### src/rtl/video_rx_monitor.sv
// Decodes an HS/VS/BLANK/RGB video stream into pixel coordinates and per-frame geometry status.
// Optional feature macro RX_CHECKSUM_EN adds a per-frame RGB checksum output (frame_sum).
module video_rx_monitor #(
    parameter int HDISP = 800,
    parameter int VDISP = 480,
    parameter int XW    = $clog2(HDISP + 1),
    parameter int YW    = $clog2(VDISP + 1)
) (
    input  logic          pixel_clk,
    input  logic          pixel_rst,
    input  logic          vid_hs,
    input  logic          vid_vs,
    input  logic          vid_blank,
    input  logic [23:0]   vid_rgb,
    output logic          pix_valid,
    output logic [XW-1:0] pix_x,
    output logic [YW-1:0] pix_y,
    output logic [23:0]   pix_rgb,
    output logic          locked,
    output logic          frame_done,
    output logic [15:0]   frame_cnt,
    output logic          err_hsize,
    output logic          err_vsize,
    output logic [YW-1:0] last_lines
`ifdef RX_CHECKSUM_EN
    ,
    output logic [31:0]   frame_sum
`endif
);

    typedef enum logic {
        SEEK,
        FRAME
    } state_t;

    localparam logic [XW-1:0] HDISP_X = XW'(HDISP);
    localparam logic [YW-1:0] VDISP_Y = YW'(VDISP);

    function automatic logic [XW-1:0] sat_inc_x(input logic [XW-1:0] v);
        return (&v) ? v : v + 1'b1;
    endfunction

    function automatic logic [YW-1:0] sat_inc_y(input logic [YW-1:0] v);
        return (&v) ? v : v + 1'b1;
    endfunction

    state_t state_q, state_d;

    logic          hs_p0_q, vs_p0_q, blank_p0_q;
    logic          hs_p1_q, vs_p1_q, blank_p1_q;
    logic [23:0]   rgb_p0_q;

    logic [XW-1:0] x_q, x_d;
    logic [YW-1:0] y_q, y_d;
    logic          herr_q, herr_d;
    logic          skip_q, skip_d;

    logic          pix_valid_q, pix_valid_d;
    logic [XW-1:0] pix_x_q, pix_x_d;
    logic [YW-1:0] pix_y_q, pix_y_d;
    logic [23:0]   pix_rgb_q, pix_rgb_d;
    logic          locked_q, locked_d;
    logic          done_q, done_d;
    logic [15:0]   cnt_q, cnt_d;
    logic          err_h_q, err_h_d;
    logic          err_v_q, err_v_d;
    logic [YW-1:0] last_q, last_d;

`ifdef RX_CHECKSUM_EN
    logic [31:0]   sum_q, sum_d;
    logic [31:0]   fsum_q, fsum_d;
`endif

    logic hs_fall, vs_fall, blank_fall, active;

    // Stage p0/p1: registered inputs and their previous values for edge detection
    always_comb begin
        hs_fall    = hs_p1_q & ~hs_p0_q;
        vs_fall    = vs_p1_q & ~vs_p0_q;
        blank_fall = blank_p1_q & ~blank_p0_q;
        active     = blank_p0_q & ~skip_q;
    end

    // Decode stage: counters, frame FSM and registered outputs
    always_comb begin
        state_d     = state_q;
        x_d         = x_q;
        y_d         = y_q;
        herr_d      = herr_q;
        skip_d      = skip_q;
        locked_d    = locked_q;
        done_d      = 1'b0;
        cnt_d       = cnt_q;
        err_h_d     = err_h_q;
        err_v_d     = err_v_q;
        last_d      = last_q;
        pix_valid_d = blank_p0_q && (state_q == FRAME);
        pix_x_d     = x_q;
        pix_y_d     = y_q;
        pix_rgb_d   = rgb_p0_q;
`ifdef RX_CHECKSUM_EN
        sum_d       = sum_q;
        fsum_d      = fsum_q;
`endif

        case (state_q)
            SEEK: begin
                if (vs_fall) begin
                    state_d  = FRAME;
                    locked_d = 1'b1;
                    x_d      = '0;
                    y_d      = '0;
                    herr_d   = 1'b0;
                    skip_d   = blank_p0_q;
`ifdef RX_CHECKSUM_EN
                    sum_d    = '0;
`endif
                end
            end
            FRAME: begin
                if (active) begin
                    x_d = sat_inc_x(x_q);
`ifdef RX_CHECKSUM_EN
                    sum_d = sum_q + {8'd0, rgb_p0_q};
`endif
                end
                if (hs_fall && active)
                    herr_d = 1'b1;
                if (blank_fall && !skip_q) begin
                    if (x_q != HDISP_X)
                        herr_d = 1'b1;
                    y_d = sat_inc_y(y_q);
                    x_d = '0;
                end
                if (!blank_p0_q)
                    skip_d = 1'b0;
                if (vs_fall) begin
                    // A run still open at frame start is closed as a faulty line
                    if (active) begin
                        herr_d = 1'b1;
                        y_d    = sat_inc_y(y_q);
                    end
                    done_d  = 1'b1;
                    err_h_d = herr_d;
                    err_v_d = (y_d != VDISP_Y);
                    last_d  = y_d;
                    cnt_d   = cnt_q + 16'd1;
`ifdef RX_CHECKSUM_EN
                    fsum_d  = sum_d;
                    sum_d   = '0;
`endif
                    x_d     = '0;
                    y_d     = '0;
                    herr_d  = 1'b0;
                    // The remainder of that run belongs to the old frame
                    skip_d  = blank_p0_q;
                end
            end
            default: state_d = SEEK;
        endcase
    end

    always_ff @(posedge pixel_clk) begin
        if (pixel_rst) begin
            hs_p0_q     <= 1'b1;
            vs_p0_q     <= 1'b1;
            blank_p0_q  <= 1'b0;
            hs_p1_q     <= 1'b1;
            vs_p1_q     <= 1'b1;
            blank_p1_q  <= 1'b0;
            state_q     <= SEEK;
            x_q         <= '0;
            y_q         <= '0;
            herr_q      <= 1'b0;
            skip_q      <= 1'b0;
            pix_valid_q <= 1'b0;
            pix_x_q     <= '0;
            pix_y_q     <= '0;
            pix_rgb_q   <= '0;
            locked_q    <= 1'b0;
            done_q      <= 1'b0;
            cnt_q       <= '0;
            err_h_q     <= 1'b0;
            err_v_q     <= 1'b0;
            last_q      <= '0;
`ifdef RX_CHECKSUM_EN
            sum_q       <= '0;
            fsum_q      <= '0;
`endif
        end else begin
            hs_p0_q     <= vid_hs;
            vs_p0_q     <= vid_vs;
            blank_p0_q  <= vid_blank;
            hs_p1_q     <= hs_p0_q;
            vs_p1_q     <= vs_p0_q;
            blank_p1_q  <= blank_p0_q;
            state_q     <= state_d;
            x_q         <= x_d;
            y_q         <= y_d;
            herr_q      <= herr_d;
            skip_q      <= skip_d;
            pix_valid_q <= pix_valid_d;
            pix_x_q     <= pix_x_d;
            pix_y_q     <= pix_y_d;
            pix_rgb_q   <= pix_rgb_d;
            locked_q    <= locked_d;
            done_q      <= done_d;
            cnt_q       <= cnt_d;
            err_h_q     <= err_h_d;
            err_v_q     <= err_v_d;
            last_q      <= last_d;
`ifdef RX_CHECKSUM_EN
            sum_q       <= sum_d;
            fsum_q      <= fsum_d;
`endif
        end
    end

    always_ff @(posedge pixel_clk) begin
        rgb_p0_q <= vid_rgb;
    end

    assign pix_valid  = pix_valid_q;
    assign pix_x      = pix_x_q;
    assign pix_y      = pix_y_q;
    assign pix_rgb    = pix_rgb_q;
    assign locked     = locked_q;
    assign frame_done = done_q;
    assign frame_cnt  = cnt_q;
    assign err_hsize  = err_h_q;
    assign err_vsize  = err_v_q;
    assign last_lines = last_q;
`ifdef RX_CHECKSUM_EN
    assign frame_sum  = fsum_q;
`endif

endmodule

### config.mk
export PLATFORM = sky130hd
export DESIGN_NAME = video_rx_monitor
export DESIGN_NICKNAME = d
export VERILOG_FILES = /design/src/rtl/video_rx_monitor.sv
export SDC_FILE = /design/constraint.sdc
export NUM_CORES = 1
export LEC_CHECK = 0
export CAP_MARGIN = 20
export CORE_MARGIN = 3
export CORE_UTILIZATION = 40
export CTS_CLUSTER_SIZE = 25
export DETAILED_ROUTE_END_ITERATION = 6
export GPL_ROUTABILITY_DRIVEN = 0
export HOLD_SLACK_MARGIN = 0.08
export PLACE_DENSITY = 0.66
export SETUP_SLACK_MARGIN = 0.15
export SLEW_MARGIN = 40
export SYNTH_ARGS = -nofsm -noshare
export SYNTH_HDL_FRONTEND = slang
export SYNTH_SLANG_ARGS = --single-unit
export TNS_END_PERCENT = 30
### constraint.sdc
create_clock -name pixel_clk -period 5.27 [get_ports pixel_clk]
set_input_delay 0.7905 -clock pixel_clk [delete_from_list [all_inputs] [get_ports pixel_clk]]
set_output_delay 0.7905 -clock pixel_clk [all_outputs]
set_load 0.05 [all_outputs]
Yosys cells after proc, flatten, opt, wreduce, memory -nomap -nowiden
Cells that the tools add are included.

Add/subtract/negate cells: 3. Multipliers: 0. Div/mod/pow operators: 0. Order comparisons: 0. Equal/unequal tests: 6. Shift operators: 0. Muxes and demuxes: 27. Bitwise logic cells: 9. Reductions and logical operators: 11.

Operators by type and width (number): $mux 9 (7); $mux 10 (5); $pmux 10 s2 (1); $pmux 9 s2 (1); $add 16x1->16 const B (1); $mux 1 (11); $add 10x1->10 const B (1); $ne 10x10->1 const B (1); $reduce_and 10->1 (1); $add 9x1->9 const B (1); $ne 9x9->1 const B (1); $reduce_and 9->1 (1); $reduce_and 2->1 (3); $not 1->1 (5); $and 1x1->1 (4); $ne 4x1->1 const B (1); $ne 4x3->1 const B (1); $pmux 1 s2 (2); $logic_and 1x1->1 (3); $ne 3x2->1 const B (1); $reduce_and 3->1 (1); $ne 2x2->1 const B (1); $reduce_or 2->1 (1); $logic_not 1->1 (1).

Register bits: 125. Latch bits: 0. Bits in writable memories: 0. ROM bits: 0. Input bits: 29. Memories kept: 0.

Logic depth before layout (Yosys ltp)
Gate-level depths: netlist of the first run.

Word-level depth: 8. Depth in mapped cells: 7. Gate-level depth less buffers: 7.

Least setup slack after synthesis of the first run
OpenSTA, ideal clock, no wires.

Path type: flip-flop to flip-flop. From: register cnt_q[3], in the netlist frame_cnt[3]. To: register cnt_q[13], in the netlist frame_cnt[13]. Arrival: 1751 ps. Data required time: 5142 ps. Setup slack: 3392 ps. Stages on the path, launching flop included: 6. Buffers on the path: 0. Clock period less this slack: 1878 ps. Path through: dfxtp_1 and4_1 nand4_2 nor4_1 xnor2_1 nor2_1.

Longest elaborated chain between the ends: 1.

RTL lines: from (decl) (line 64) `logic [15:0] cnt_q, cnt_d;`; from (signal assigned) (line 208) `cnt_q <= cnt_d;`; $add 16x1->16 (line 147) `cnt_d = cnt_q + 16'd1;`.

Every way passes these cells. A chain may end at the register's enable or synchronous reset.

Worst setup path after layout of the first run
From: register cnt_q[3], in the netlist frame_cnt[3]. To: output port frame_cnt[3].

RTL lines: to (decl) (line 21) `output logic [15:0] frame_cnt,`.

No word-level cell between the ends.

==> flow_metrics.py, run 1 <==
metrics = {
    "clocking": {
        "clock_latency_ns": 0.50,
        "post_cts_buffers": 0,
        "tritoncts": "done",
        "cts-root-buf": "clkbuf_8",
        "htreeDepth": 4,
        "ctsHoldBuffers": 0,
        "cts-buffers-inserted": 17,
        "cts.path.max_buffers": 2,
        "clk_pin_slew_ns": 0.06,
        "cts_resized": 0,
        "cts.sinks": 125,
    },
    "worst_setup_path": {
        "cp.arrival_ns": 1.78,
        "worst-setup-path-type": "reg -> out",
        "max_stage_delay_ns": 0.85,
        "cp.required_ns": 4.48,
        "end_kind": "output port",
        "worstPathCellList": "clkdlybuf4s50_1",
        "critical-path-top-delay-family": "buffers and inverters",
        "crit_buf_inv": 1,
        "cp_max_fo": 7,
        "worstSetupStartpointType": "flip-flop",
        "slowest_stage": "clkdlybuf4s50_1",
    },
    "logic_synthesis": {
        "synthSimpleGateAreaFrac_pct": 22.09,
        "synth-xor-area-share_pct": 5.128,
        "ys_async_sr_fraction_pct": 0,
        "synth_edf_count": 0,
        "muxShareOfSynthArea_pct": 0.6762,
        "syn_nets": 464,
        "synth_ff_type": "dfxtp_1",
        "netlist_instances": 431,
        "synth_area_leader_cell": "dfxtp_1",
        "synthAdderAreaFrac_pct": 1.127,
        "yosys_warnings": 0,
        "synth_area_leaders": "dfxtp_1 56%, nor2b_1 5.6%, nor2_1 4.2%, xnor2_1 3.0%, xor2_1 2.2%",
        "syn-cell-area_sq_um": 4441,
        "synthDistinctLibCells": 62,
        "synth_top_family_by_area": "simple AND/OR/NAND/NOR gates",
        "seq_area_frac_synth_pct": 56.35,
        "synth_top_area_share_pct": 56.35,
        "syn_area_per_cell_sq_um": 10.30,
        "synth-compound-area-share_pct": 11.16,
        "ys_ff_latch": 125,
    },
    "timing": {
        "fin_skew_ns": 0.006913,
        "grt_setup_unrepaired": "no",
        "slew_viol_final": 0,
        "tns_ns": 0,
        "timing.fmax_mhz": 388.7,
        "timing.final.crit_period_ns": 2.573,
        "relSlewSlack_pct": 48.38,
        "worst_pin_slew_ns": 0.7743,
        "setup_violations": 0,
        "hold_viol": 0,
        "finalCritPeriodShare_pct": 48.82,
    },
    "grt": {
        "grt_antenna_before_repair": 0,
        "grt_pass1_vias": 3089,
        "track_usage_pct": 14.96,
        "busiest_layer": "met2",
        "grt_max_degree": 79,
        "grt_pass1_wl_um": 14990,
        "met1_usage_pct": 19.33,
        "grtUsageMet3_pct": 5.978,
        "grt_overflow": 0,
        "met2_usage_pct": 22.24,
    },
    "status": {
        "status": "finished clean",
    },
    "final_layout": {
        "diodes": 0,
        "nets": 563,
        "fillers": 919,
        "final_layout_size_suffix_gt1_share_pct": 10.13,
        "area_growth_pct": 37.25,
        "layout.cells.non_filler": 679,
    },
    "drt": {
        "totalWireLength_um": 9194,
        "vias": 3328,
        "first_iter_violations": 154,
        "drc": 0,
        "wl_per_cell_um": 13.54,
        "avgViaCountPerCell": 4.901,
        "firstDrtPassIters": 4,
        "drtAntennaViolNets": 0,
    },
    "placed_design": {
        "detailed_place_hpwl_um": 6094,
        "place_inst": 647,
        "io_buffers": 101,
    },
    "power": {
        "leakage_nw": 2.231,
        "ir_drop_v": 0.0002215,
        "power_density_nw_per_um2": 367.3,
    },
    "die": {
        "dieArea_sq_um": 12400,
        "initial_core_util_pct": 42.07,
        "rows": 37,
        "die_x_um": 111.4,
        "boundaryPins": 102,
        "die_h_um": 111.4,
        "core-area_sq_um": 10560,
    },
    "worst_hold_path": {
        "hold_path.class": "reg -> reg",
    },
    "job": {
        "maxCapViolations": 0,
    },
}
-- layout make-up --
cell class / count / area, sq um / area share (%)
multi-input combinational: 272 / 1784 / 29.28
tap: 136 / 170.2 / 2.792
sequential: 125 / 2502 / 41.06
timing repair buffer: 103 / 1021 / 16.75
inverter: 11 / 41.29 / 0.6775
clock inverter: 15 / 161.4 / 2.648
clock buffer: 17 / 414.1 / 6.795
-- per-layer routing --
layer  up-vias  wire, um  part of all wire [%]
met5         -         0                     0
met4         0       122                   1.3
met3        13       860                   9.4
met2       124      3970                    43
met1      1503      4240                    46
li1       1688         -                     -
-- registers in the layout (all words and copies together), names as in the netlist --
register	cells
pix_valid	1
pix_rgb_d	24
err_vsize	1
blank_p0_q	1
hs_p0_q	1
pix_x	10
state_q	1
vs_p1_q	1
skip_q	1
frame_done	1
pix_y_d	9
vs_p0_q	1
hs_p1_q	1
last_lines	9
locked	1
pix_rgb	24
frame_cnt	16
err_hsize	1
herr_q	1
blank_p1_q	1
pix_y	9
pix_x_d	10
-- through the flow --
step / instance area (sq um) / utilization, % / setup slack, ns / power (mW) / hold slack, ns
floorplan: 4441 / - / 3.392 / 1.092 / 0.4138
global placement: 5519 / 52.29 / 2.559 / 1.148 / 0.4160
detailed placement: 5519 / 52.29 / 2.496 / 1.149 / 0.4204
CTS: 6095 / 57.74 / 2.660 / 2.264 / 0.4320
global route: 6095 / 57.74 / 2.608 / 2.325 / 0.4461
finish: 6095 / 57.74 / 2.697 / 2.239 / 0.4316
-- cell usage after synthesis (3+ instances only) --
| cell type | number |
|---|---|
| dfxtp_1 | 125 |
| nor2_1 | 50 |
| nor2b_1 | 40 |
| nand2_1 | 22 |
| xnor2_1 | 15 |
| a21oi_1 | 13 |
| inv_1 | 11 |
| nand3_1 | 11 |
| xor2_1 | 11 |
| clkbuf_1 | 9 |
| o21ai_0 | 9 |
| a211oi_1 | 8 |
| nand4_1 | 8 |
| nor3_1 | 6 |
| nor4_1 | 6 |
| or3_1 | 6 |
| a31oi_1 | 5 |
| and4_1 | 4 |
| buf_1 | 4 |
| buf_2 | 4 |
| ha_1 | 4 |
| or2_2 | 4 |
| and3_1 | 3 |
| mux2i_1 | 3 |
| nand4_2 | 3 |
| nor3b_1 | 3 |
-- cell families (layout without fill, tap and decap cells) --
group	after synthesis	in the layout
adder cells (fa/ha/maj)	4	4
XOR/XNOR	26	26
flip-flops	125	125
AO/OA/AOI/OAI	62	62
AND/OR/NAND/NOR	177	177
buffers and inverters	34	146
multiplexers	3	3
-- cells in the final DEF (no fill, tap or decap), drive strengths merged, types with 3 or more instances in the layout --
cell type / n
nand3: 11
or2: 4
mux2i: 3
inv: 16
nor3b: 4
xnor2: 15
clkdlybuf4s50: 100
and3: 3
nor2b: 40
nor4: 6
xor2: 11
clkinvlp: 4
a21oi: 13
or3: 6
clkbuf: 17
a31oi: 5
nand4: 12
nor3: 7
a211oi: 10
clkinv: 4
buf: 3
ha: 4
dfxtp: 125
nand2: 22
and4: 4
o21ai: 10
nor2: 50
-- report_power, final --
group	total, mW	switching [mW]	internal, mW
clock	1.11	0.431	0.679
sequential	0.985	0.0128	0.973
combinational	0.143	0.0858	0.0570
-- worst paths after layout --
path / slack [ns] / cells after the start / from / end
hold / removal: 0.43 / 1 / pix_rgb_d[12]$_DFF_P_ / pix_rgb[12]$_SDFF_PP0_
setup / recovery: 2.70 / 1 / frame_cnt[3]$_SDFFE_PP0P_ / frame_cnt[3]
hold reg to reg: 0.43 / 1 / pix_rgb_d[12]$_DFF_P_ / pix_rgb[12]$_SDFF_PP0_
setup reg to reg: 3.09 / 6 / state_q$_SDFF_PP0_ / frame_cnt[15]$_SDFFE_PP0P_
Note: power is estimated with default switching activity, not from simulation.
==> run 2, diff against run 1 <==
--- a/config.mk
+++ b/config.mk
@@ -12,7 +12,7 @@
 export DETAILED_ROUTE_END_ITERATION = 6
 export GPL_ROUTABILITY_DRIVEN = 0
 export HOLD_SLACK_MARGIN = 0.08
-export PLACE_DENSITY = 0.66
+export PLACE_DENSITY = 0.69
 export SETUP_SLACK_MARGIN = 0.15
 export SLEW_MARGIN = 40
 export SYNTH_ARGS = -nofsm -noshare
==> constraint.sdc (replaced) <==
create_clock -name pixel_clk -period 2.3 [get_ports pixel_clk]
set_input_delay 0.345 -clock pixel_clk [delete_from_list [all_inputs] [get_ports pixel_clk]]
set_output_delay 0.345 -clock pixel_clk [all_outputs]
set_load 0.05 [all_outputs]
==> run 2 against run 1 <==
  * Combinational power is 140% higher
  * Register-to-register slack got worse by 2.7 ns
  * Sequential power up 130%
  * Design area increased by 1.2%
  * Wire length rose by 3.6%
  * Global-route usage increased by 0.57 points
  * Sequential share of layout area down 0.49 points
  * Largest power group unchanged
  * Non-clock buffer count grew 3
  * Largest cell class unchanged
==> flow_metrics.py, run 2 (synthesis gave the netlist of run 1 again) <==
metrics = {
    "drt": {
        "firstDrtPassIters": 4,
        "wl_per_cell_um": 13.97,
        "vias": 3305,
        "totalWireLength_um": 9527,
        "drtAntennaViolNets": 0,
        "first_iter_violations": 195,
        "avgViaCountPerCell": 4.846,
        "drc": 0,
    },
    "timing": {
        "tns_ns": 0,
        "fin_skew_ns": 0.003833,
        "grt_setup_unrepaired": "yes",
        "relSlewSlack_pct": 48.25,
        "whs_ns": 0.1992,
        "timing.final.crit_period_ns": 2.126,
        "finalCritPeriodShare_pct": 92.44,
        "timing.fmax_mhz": 470.3,
        "hold_viol": 0,
        "slew_viol_final": 0,
        "setup_violations": 0,
        "worst_pin_slew_ns": 0.7762,
    },
    "worst_hold_path": {
        "hold_path.class": "in -> reg",
        "holdPathStages": 3,
    },
    "power": {
        "ir_drop_v": 0.0004197,
        "power_density_nw_per_um2": 864.3,
        "leakage_nw": 2.333,
    },
    "grt": {
        "met2_usage_pct": 26.78,
        "track_usage_pct": 15.53,
        "grt_pass1_wl_um": 15610,
        "met1_usage_pct": 18.22,
        "busiest_layer": "met2",
        "grt_overflow": 0,
        "grtUsageMet3_pct": 4.783,
        "grt_antenna_before_repair": 0,
        "grt_pass1_vias": 3213,
        "grt_max_degree": 78,
    },
    "final_layout": {
        "area_growth_pct": 38.91,
        "diodes": 0,
        "final_layout_size_suffix_gt1_share_pct": 10.62,
        "fin_area_sq_um": 6168,
        "final_cell_mix": "125 x dfxtp_1, 96 x clkdlybuf4s50_1, 50 x nor2_1",
        "final_common_cell": "dfxtp_1",
        "nets": 566,
    },
    "status": {
        "status": "finished clean",
    },
    "clocking": {
        "cts.path.max_buffers": 2,
        "cts.sinks": 125,
        "clk_pin_slew_ns": 0.06,
        "ctsHoldBuffers": 0,
        "post_cts_buffers": 0,
        "tritoncts": "done",
        "cts-root-buf": "clkbuf_8",
        "cts-buffers-inserted": 17,
        "htreeDepth": 4,
        "clock_latency_ns": 0.52,
    },
    "die": {
        "core-area_sq_um": 10560,
        "dieArea_sq_um": 12400,
        "die_h_um": 111.4,
        "initial_core_util_pct": 42.07,
        "boundaryPins": 102,
        "die_x_um": 111.4,
        "rows": 37,
    },
    "job": {
        "maxCapViolations": 0,
    },
    "worst_setup_path": {
        "cp_max_fo": 5,
        "cp.required_ns": 1.96,
        "worst-setup-path-type": "reg -> out",
        "end_kind": "output port",
        "critical-path-top-delay-family": "buffers and inverters",
        "slowest_stage": "clkdlybuf4s50_1",
        "r2r_cells": 6,
        "crit_buf_inv": 1,
        "cp.arrival_ns": 1.78,
        "worstSetupStartpointType": "flip-flop",
        "worst-path-stages": 1,
        "max_stage_delay_ns": 0.84,
        "worstPathCellList": "clkdlybuf4s50_1",
    },
    "placed_design": {
        "detailed_place_hpwl_um": 6600,
        "io_buffers": 101,
        "post_dp_cell_area_sq_um": 5542,
    },
}
[run 2: final cells by class]
class / instances / area, sq um
Multi-Input combinational cell: 272 / 1784
Inverter: 11 / 41.29
Timing Repair Buffer: 106 / 1050
Clock inverter: 14 / 192.7
Sequential cell: 125 / 2502
Clock buffer: 18 / 427.9
Tap cell: 136 / 170.2
Fill cell: 931 / 4387
[run 2: worst paths after layout]
kind	from	to	slack, ns
max	frame_cnt[7]$_SDFFE_PP0P_	frame_cnt[7]	0.17
min	pixel_rst	skip_q$_SDFFE_PP0P_	0.20
max reg2reg	pix_y_d[1]$_SDFFE_PP0P_	err_vsize$_SDFFE_PP0P_	0.36
min reg2reg	pix_rgb_d[17]$_DFF_P_	pix_rgb[17]$_SDFF_PP0_	0.43
[run 2: per-layer routing]
layer  wire length, um  vias to the layer above
met5                 0                        -
met1              4379                     1534
met2              4640                       55
met3               343                       16
met4               163                        0
li1                  -                     1700
[run 2: timing repair]
item                                   4_1_cts  5_1_grt
setup endpoints to repair                    4       11
cloned                                       0        0
resized for setup                            1        3
endpoints found under the hold margin        0        0
pin swaps                                    0        0
[run 2: where the power goes]
part | switching, mW | internal, mW | total (mW)
Clock | 0.953 | 1.79 | 2.74
Sequential | 0.0237 | 2.23 | 2.25
Combinational | 0.203 | 0.134 | 0.337
[run 2: per-stage QoR]
step                      power [mW]  setup WS [ns]  std cells  util, %
after detailed placement       2.639         0.3696        650    52.50
final                          5.331         0.1739        682    58.44
after CTS                      5.386         0.1379        682    58.37
after floorplan                2.501         0.4215        431        -
after global routing           5.506         0.1087        682    58.44
after global placement         2.634         0.4506        650    52.50
